$ cat config.mk
export PLATFORM = sky130hd
export DESIGN_NAME = bs_gnrtr_n_rbtr
export DESIGN_NICKNAME = d
export VERILOG_FILES = /design/src/rtl/bs_gnrtr_n_rbtr.sv
export SDC_FILE = /design/constraint.sdc
export NUM_CORES = 1
export LEC_CHECK = 0
export ABC_AREA = 1
export BUFFER_PORTS_ARGS = -buffer_cell sky130_fd_sc_hd__buf_2
export CAP_MARGIN = 25
export CORE_ASPECT_RATIO = 0.75
export CORE_MARGIN = 8
export CORE_UTILIZATION = 47
export DETAILED_ROUTE_END_ITERATION = 12
export PLACE_DENSITY = 0.89
export SLEW_MARGIN = 10
export SYNTH_ARGS = -nofsm -noshare
export SYNTH_HDL_FRONTEND = slang
export SYNTH_SLANG_ARGS = --single-unit
$ cat constraint.sdc
create_clock -name clk -period 3.5 [get_ports clk]
set_input_delay 0.35 -clock clk [delete_from_list [all_inputs] [get_ports clk]]
set_output_delay 0.35 -clock clk [all_outputs]
set_load 0.02 [all_outputs]
$ cat src/rtl/bs_gnrtr_n_rbtr.sv
// -----------------------------------------------------------------------------
// bs_gnrtr_n_rbtr -- shared-bus generator and arbiter
//
// Picks a pending device FIFO in round-robin order, pops its head packet and
// pushes it onto the shared bus toward the device named in the packet header
// (ID = top 8 bits), or to every other device when the ID is the broadcast ID.
// One transfer takes three cycles: IDLE (arbitrate) -> READ (pop) -> WRITE
// (push).
//
// Parameters:
//   drvrs     number of devices on the bus (2..255)
//   pckg_sz   packet width in bits (>= 9)
//   broadcast destination ID meaning "all devices except the source"
//
// Ports:
//   clk     single clock, rising edge
//   reset   synchronous, active-low reset
//   pndng   per-device "FIFO not empty" flags
//   D_pop   per-device head packet, valid while pndng[i] is high
//   pop     one-cycle pulse, FIFO i drops its head at the next edge
//   push    one-cycle pulse, device i captures D_push at the next edge
//   D_push  shared bus data; holds the last transferred packet
//
// Configuration macro:
//   BS_GNRTR_BCAST_EN  defined   -> broadcast ID fans out to all other devices
//                      undefined -> broadcast is an ordinary ID (dropped when
//                                   it is >= drvrs)
// -----------------------------------------------------------------------------
module bs_gnrtr_n_rbtr #(
  parameter int            drvrs     = 4,
  parameter int            pckg_sz   = 16,
  parameter logic [7:0]    broadcast = 8'hFF
) (
  input  logic                            clk,
  input  logic                            reset,
  input  logic [drvrs-1:0]                pndng,
  input  logic [drvrs-1:0][pckg_sz-1:0]   D_pop,
  output logic [drvrs-1:0]                pop,
  output logic [drvrs-1:0]                push,
  output logic [pckg_sz-1:0]              D_push
);

  localparam int               IDW      = $clog2(drvrs);
  localparam logic [IDW-1:0]   LAST_IDX = IDW'(drvrs - 1);
  localparam logic [drvrs-1:0] ONE      = drvrs'(1);

  typedef enum logic [1:0] {IDLE, READ, WRITE} state_t;

  state_t               state_q, state_d;
  logic [IDW-1:0]       gnt_q, gnt_d;
  logic [IDW-1:0]       last_q, last_d;
  logic [pckg_sz-1:0]   data_q, data_d;

  logic [IDW-1:0]       sel;
  logic                 found;
  logic [IDW-1:0]       cand;
  logic [7:0]           id;

  assign id     = data_q[pckg_sz-1 -: 8];
  assign D_push = data_q;

  // Round-robin search: walk upward from last+1 with wrap, first pending wins.
  always_comb begin
    sel   = last_q;
    found = 1'b0;
    cand  = last_q;
    for (int k = 0; k < drvrs; k++) begin
      cand = (cand == LAST_IDX) ? '0 : cand + IDW'(1);
      if (!found && pndng[cand]) begin
        found = 1'b1;
        sel   = cand;
      end
    end
  end

  always_comb begin
    state_d = state_q;
    gnt_d   = gnt_q;
    last_d  = last_q;
    data_d  = data_q;
    case (state_q)
      IDLE: begin
        if (found) begin
          gnt_d   = sel;
          state_d = READ;
        end
      end
      READ: begin
        data_d  = D_pop[gnt_q];
        last_d  = gnt_q;
        state_d = WRITE;
      end
      WRITE: begin
        state_d = IDLE;
      end
      default: begin
        state_d = IDLE;
      end
    endcase
  end

`ifndef BS_GNRTR_BCAST_EN
  // Broadcast ID has no special meaning in this build; it simply falls
  // through the ordinary destination decode below.
  logic [7:0] bcast_unused;
  assign bcast_unused = broadcast;
`endif

  // Moore outputs decoded from the registered state.
  always_comb begin
    pop  = '0;
    push = '0;
    case (state_q)
      READ: pop = ONE << gnt_q;
      WRITE: begin
`ifdef BS_GNRTR_BCAST_EN
        if (id == broadcast) begin
          push = ~(ONE << gnt_q);
        end else
`endif
        if (int'(id) < drvrs) begin
          // Self-delivery (id == gnt) is permitted.
          push = ONE << id;
        end
        // Any other ID: packet dropped, source was still popped.
      end
      default: begin
        pop  = '0;
        push = '0;
      end
    endcase
  end

  always_ff @(posedge clk) begin
    if (!reset) begin
      state_q <= IDLE;
      gnt_q   <= '0;
      last_q  <= LAST_IDX;  // device 0 is searched first after reset
      data_q  <= '0;
    end else begin
      state_q <= state_d;
      gnt_q   <= gnt_d;
      last_q  <= last_d;
      data_q  <= data_d;
    end
  end

endmodule

* Yosys cells after proc, flatten, opt, wreduce, memory -nomap -nowiden
Cells that the tools add are included.
** Cells by class
- Add/subtract/negate cells :: 4
- $mul :: 0
- Divide/modulo/power cells :: 0
- Order comparisons :: 6
- Eq/ne operators :: 7
- Shift operators :: 2
- Multiplexer cells :: 27
- Bitwise operators :: 0
- Reductions and logical operators :: 8
** Operators by type and width (number)
- 16-bit binary-select mux with 2-bit select :: 1
- 2-bit 2-to-1 mux :: 9
- 16-bit 2-to-1 mux :: 1
- 2-bit by 3-bit less-than comparator with 1-bit output (second input constant) :: 5
- 4-bit 2-to-1 mux :: 3
- 2-bit equality test (second input constant) :: 5
- 2-bit by 1-bit adder with 2-bit output (second input constant) :: 4
- 1-bit binary-select mux with 2-bit select :: 4
- 8-bit by 3-bit less-than comparator with 1-bit output (second input constant) :: 1
- 1-bit 2-to-1 mux :: 8
- 1-bit by 8-bit left shift with 4-bit output (first input constant) :: 1
- 2-bit case mux with 2 select lines :: 1
- 1-bit by 2-bit left shift with 4-bit output (first input constant) :: 1
- 1-bit logical AND :: 3
- 1-bit logical NOT :: 3
- 2-bit by 1-bit equality test with 1-bit output (second input constant) :: 1
- 2-bit logical NOT :: 1
- 2-bit inequality test (second input constant) :: 1
- 2-bit AND reduction :: 1
** Word-level totals
- Register bits :: 22
- Bits in latches :: 0
- Memory bits (writable) :: 0
- Memory bits (read-only) :: 0
- Input bits :: 70
- Output and inout port bits :: 24
- Memories kept :: 0

* Longest topological paths before layout
- Depth in word-level cells :: 16
- Mapped depth :: 12

* Worst setup path before layout
Ideal clock, no wire load.
- Path type :: flip-flop to output port
- Start :: register data_q[10] (netlist: D_push[10])
- End :: output push[0]
- Arrival :: 1.150 ns
- Required time :: 3.150 ns
- Slack :: 2.000 ns
- Stages on the path, launching flop included :: 4
- Buffers on the path :: 0
- Cell sequence :: dfxtp_1 nor4_1 nand3_1 nor2_1
** On the way
- Word-level cells in the longest chain between the ends :: 3
- Elaborated cells on any way between the ends :: 4
- Classes of those cells :: order compare: 1; shift: 1; mux: 2
** RTL lines
- start, declared :: line 52 : logic [pckg_sz-1:0] data_q, data_d;
- start signal, assigned :: line 144 : data_q <= data_d;
- 8-bit by 3-bit less-than comparator with 1-bit output / 1-bit by 8-bit left shift with 4-bit output (equally long branches) :: line 121, 123
- 4-bit 2-to-1 mux (*) :: line 121 : if (int'(id) < drvrs) begin
- 4-bit 2-to-1 mux (*) :: line 113 : case (state_q)
- end, declared :: line 39 : output logic [drvrs-1:0] push,
Every way passes the cells marked *; elsewhere a longest branch is shown, timed or not.

* Final worst setup path
- Start :: register state_q[1]
- End :: output pop[2]
** On the way
- Word-level cells in the longest chain between the ends :: 2
** RTL lines
- start, declared :: line 49 : state_t state_q, state_d;
- start signal, assigned :: line 141 : state_q <= state_d;
- 2-bit by 1-bit equality test with 1-bit output :: line 113
- 4-bit 2-to-1 mux :: line 113
- end, declared :: line 38 : output logic [drvrs-1:0] pop,
No other way between the ends.

==> impl_metrics.ini <==
[sta]
rsz0062_at_grt = no
finalCritPeriodShare_pct = 66.1
finalSetupViolCount = 0
clock_skew_ns = 0.00540
worst_slack_ns = 1.19
max_freq_ghz = 0.432
relSlewSlack_pct = 46.1
slew_viol_final = 0
worst_slew_pin_slew_ns = 0.808
tns_ns = 0
final_hold_viol_count = 0
fin_crit_ns = 2.31

[synthesis]
synth_largest_area_cell = dfxtp_1
synth-seq-cells = 22
syn_area_per_cell_um2 = 6.64
synth_top_family_by_area = simple AND/OR/NAND/NOR gates
synth_compound_area_share_pct = 22.3
syn_area_um2 = 1630
synthMuxAreaShare_pct = 8.62
synthDistinctLibCells = 29
yosysSeqAreaShare_pct = 27.1
async_flop_share_pct = 0
synth.net_count = 316
synth_most_common_cell = nor2_1
synthXorXnorAreaFrac_pct = 0
synthTopCellsByCount = nor2_1 (47), o21ai_0 (33), nand2_1 (32), inv_1 (27), dfxtp_1 (22)
synth_top_area_share_pct = 27.1
yosys_warnings = 0
synth-simple-area-share_pct = 28.2
synth_edf_count = 0
synthTopCellsByArea = dfxtp_1 (27%), nor2_1 (11%), o21ai_0 (10%)
synthAdderAreaFrac_pct = 0.769
syn-instance-count = 245
synth_flop_cell = dfxtp_1

[pwr]
p_clk_share_pct = 14.4
power_switching_uw = 508
combPwrFrac_pct = 53.1
power_frac_seq_pct = 32.5
intPower_uw = 594
ir_worst_vdd_uv = 277
p_leak_nw = 1.16
netSwitchingFraction_pct = 46.1
p_per_area_nw_per_um2 = 523

[layout]
nNetsFinal = 401
layout-drive-gt1-share_pct = 34.5
diodes = 0
layoutNonFillerInstCount = 368
fin_area_um2 = 2110
nFillCells = 299
syn_to_final_growth_pct = 29.5

[drt]
ant_nets = 0
drt_iter0_drc = 106
vias_per_cell = 5.26
dr_total_vias = 1934
drc = 0
dr.pass1.iters = 4
wl_per_cell_um = 14.1
wl_um = 5200

[place]
gp_congestion = 0.909
placed_cells = 365
dp_hpwl_um = 4180
post-place-ws_ns = 1.49
port_buffers = 93
place_area_um2 = 2070

[critical_path]
slowest_stage = inv_1
crit_arrival_ns = 1.96
crit_type = reg2out
crit_fanout = 31
worstPathRequired_ns = 3.15
crit_path_end = pop[2]
rr_worst_depth = 11
r2r_start = last_q[0]
end_kind = primary output
path_delay_family = buffers and inverters
slowest_delay_ns = 0.64
critPathBufInv = 3
rr_endpoint = gnt_q[0]
ff2ff_setup_slack_ns = 1.64
cp.depth = 6
cp_cell_sequence = inv_1, nand2_1, inv_1, nand2_1, nor2_1, buf_2
startpoint_type = flop
crit_path_start = state_q[1]

[die]
ioPinCount = 94
die_w_um = 83.9
initial_utilization_pct = 49.1
core_um2 = 3310
die-area_um2 = 5620
fp-row-count = 18
die_y_um = 66.9

[run_status]
status = completed

[clocking]
clockBufferDepth = 2
insertion_delay_ns = 0.27
cts_setup_buffers = 0
cts_resized = 0
cts_sinks = 22
holdBufCountCts = 0
htree_levels = 1
cts_buffers = 3
root_buffer = clkbuf_8
path_clk_slew_ns = 0.08
cts_tree = done

[min_path]
hold_path.class = in2reg

[flow_run]
cap_violations = 0

[global_route]
grt.total_usage_pct = 17.3
grt_max_degree = 32
grt_pass1_vias = 1790
grt_pass1_wl_um = 8130
globalRouteOverflowTotal = 0
antenna_found_initial = 0
final cells by class:
| cell class | count | area, um^2 | area share (%) |
|---|---|---|---|
| well taps | 40 | 50.0 | 2.38 |
| clock buffers | 3 | 41.3 | 1.96 |
| repair buffers | 95 | 480 | 22.8 |
| inverters | 31 | 121 | 5.76 |
| multi-input cells | 177 | 973 | 46.2 |
| flip-flops and latches | 22 | 440 | 20.9 |
state kept, by name, indices dropped and copies added (netlist names):
name     cells
gnt_q        2
state_q      2
D_push      16
last_q       2
per-stage QoR:
stage | hold WS [ns] | power (mW) | util, %
after floorplan | 0.447 | 0.798 | -
after global placement | 0.505 | 0.931 | 62.4
after detailed placement | 0.483 | 0.946 | 62.4
after CTS | 0.455 | 1.10 | 63.6
after global routing | 0.467 | 1.19 | 63.6
final | 0.468 | 1.10 | 63.6
kinds of logic (layout without fill, tap and decap cells):
family,after synthesis,in the layout
buffers and inverters,46,129
multiplexers,14,14
AND/OR/NAND/NOR,104,104
AO/OA/AOI/OAI,58,58
adder cells (fa/ha/maj),1,1
flip-flops,22,22
how the worst min path moves through the flow:
stage              start   endpoint  slack (ns)  depth (start not counted)
2_1_floorplan  last_q[1]  last_q[1]        0.45                          2
3_3_place_gp   D_push[0]  D_push[0]        0.50                          2
3_5_place_dp   last_q[1]  last_q[1]        0.48                          2
4_1_cts            reset  last_q[1]        0.46                          2
5_1_grt            reset  last_q[1]        0.47                          2
6_report           reset  last_q[1]        0.47                          2
layer usage:
| layer | wire length, um | global-route usage [%] | up-vias |
|---|---|---|---|
| met5 | 0 | 0 | - |
| met4 | 27 | 4.29 | 0 |
| met3 | 432 | 6.46 | 4 |
| met2 | 2520 | 28.8 | 76 |
| met1 | 2220 | 20.7 | 859 |
| li1 | - | - | 995 |
cell usage in the layout (no fill, tap or decap):
| master | synthesis | routed |
|---|---|---|
| a21oi_1 | 4 | 4 |
| a21oi_2 | 1 | 1 |
| buf_2 | 7 | 93 |
| buf_4 | 1 | 2 |
| clkbuf_8 | 0 | 3 |
| dfxtp_1 | 22 | 22 |
| ha_1 | 1 | 1 |
| inv_1 | 27 | 27 |
| inv_2 | 3 | 3 |
| inv_6 | 1 | 1 |
| mux2i_1 | 14 | 14 |
| nand2_1 | 32 | 32 |
| nand2_2 | 4 | 4 |
| nand2_4 | 1 | 1 |
| nand3_1 | 12 | 12 |
| nand3_2 | 3 | 3 |
| nor2_1 | 47 | 47 |
| nor2_2 | 1 | 1 |
| nor2_4 | 1 | 1 |
| nor3_1 | 1 | 1 |
| nor4_1 | 2 | 2 |
| o211ai_1 | 1 | 1 |
| o21ai_0 | 33 | 33 |
| o21ai_1 | 1 | 1 |
| o21bai_1 | 1 | 1 |
| o221ai_1 | 15 | 15 |
| o32ai_1 | 2 | 2 |
power by group through the flow:
stage | combinational (mW) | clock (mW) | sequential (mW)
after detailed placement | 0.584 | 0 | 0.362
after CTS | 0.585 | 0.159 | 0.357
after global routing | 0.656 | 0.171 | 0.366
after floorplan | 0.424 | 0 | 0.374
final | 0.586 | 0.158 | 0.358
after global placement | 0.570 | 0 | 0.361
Power figures use the tool's default switching activity.
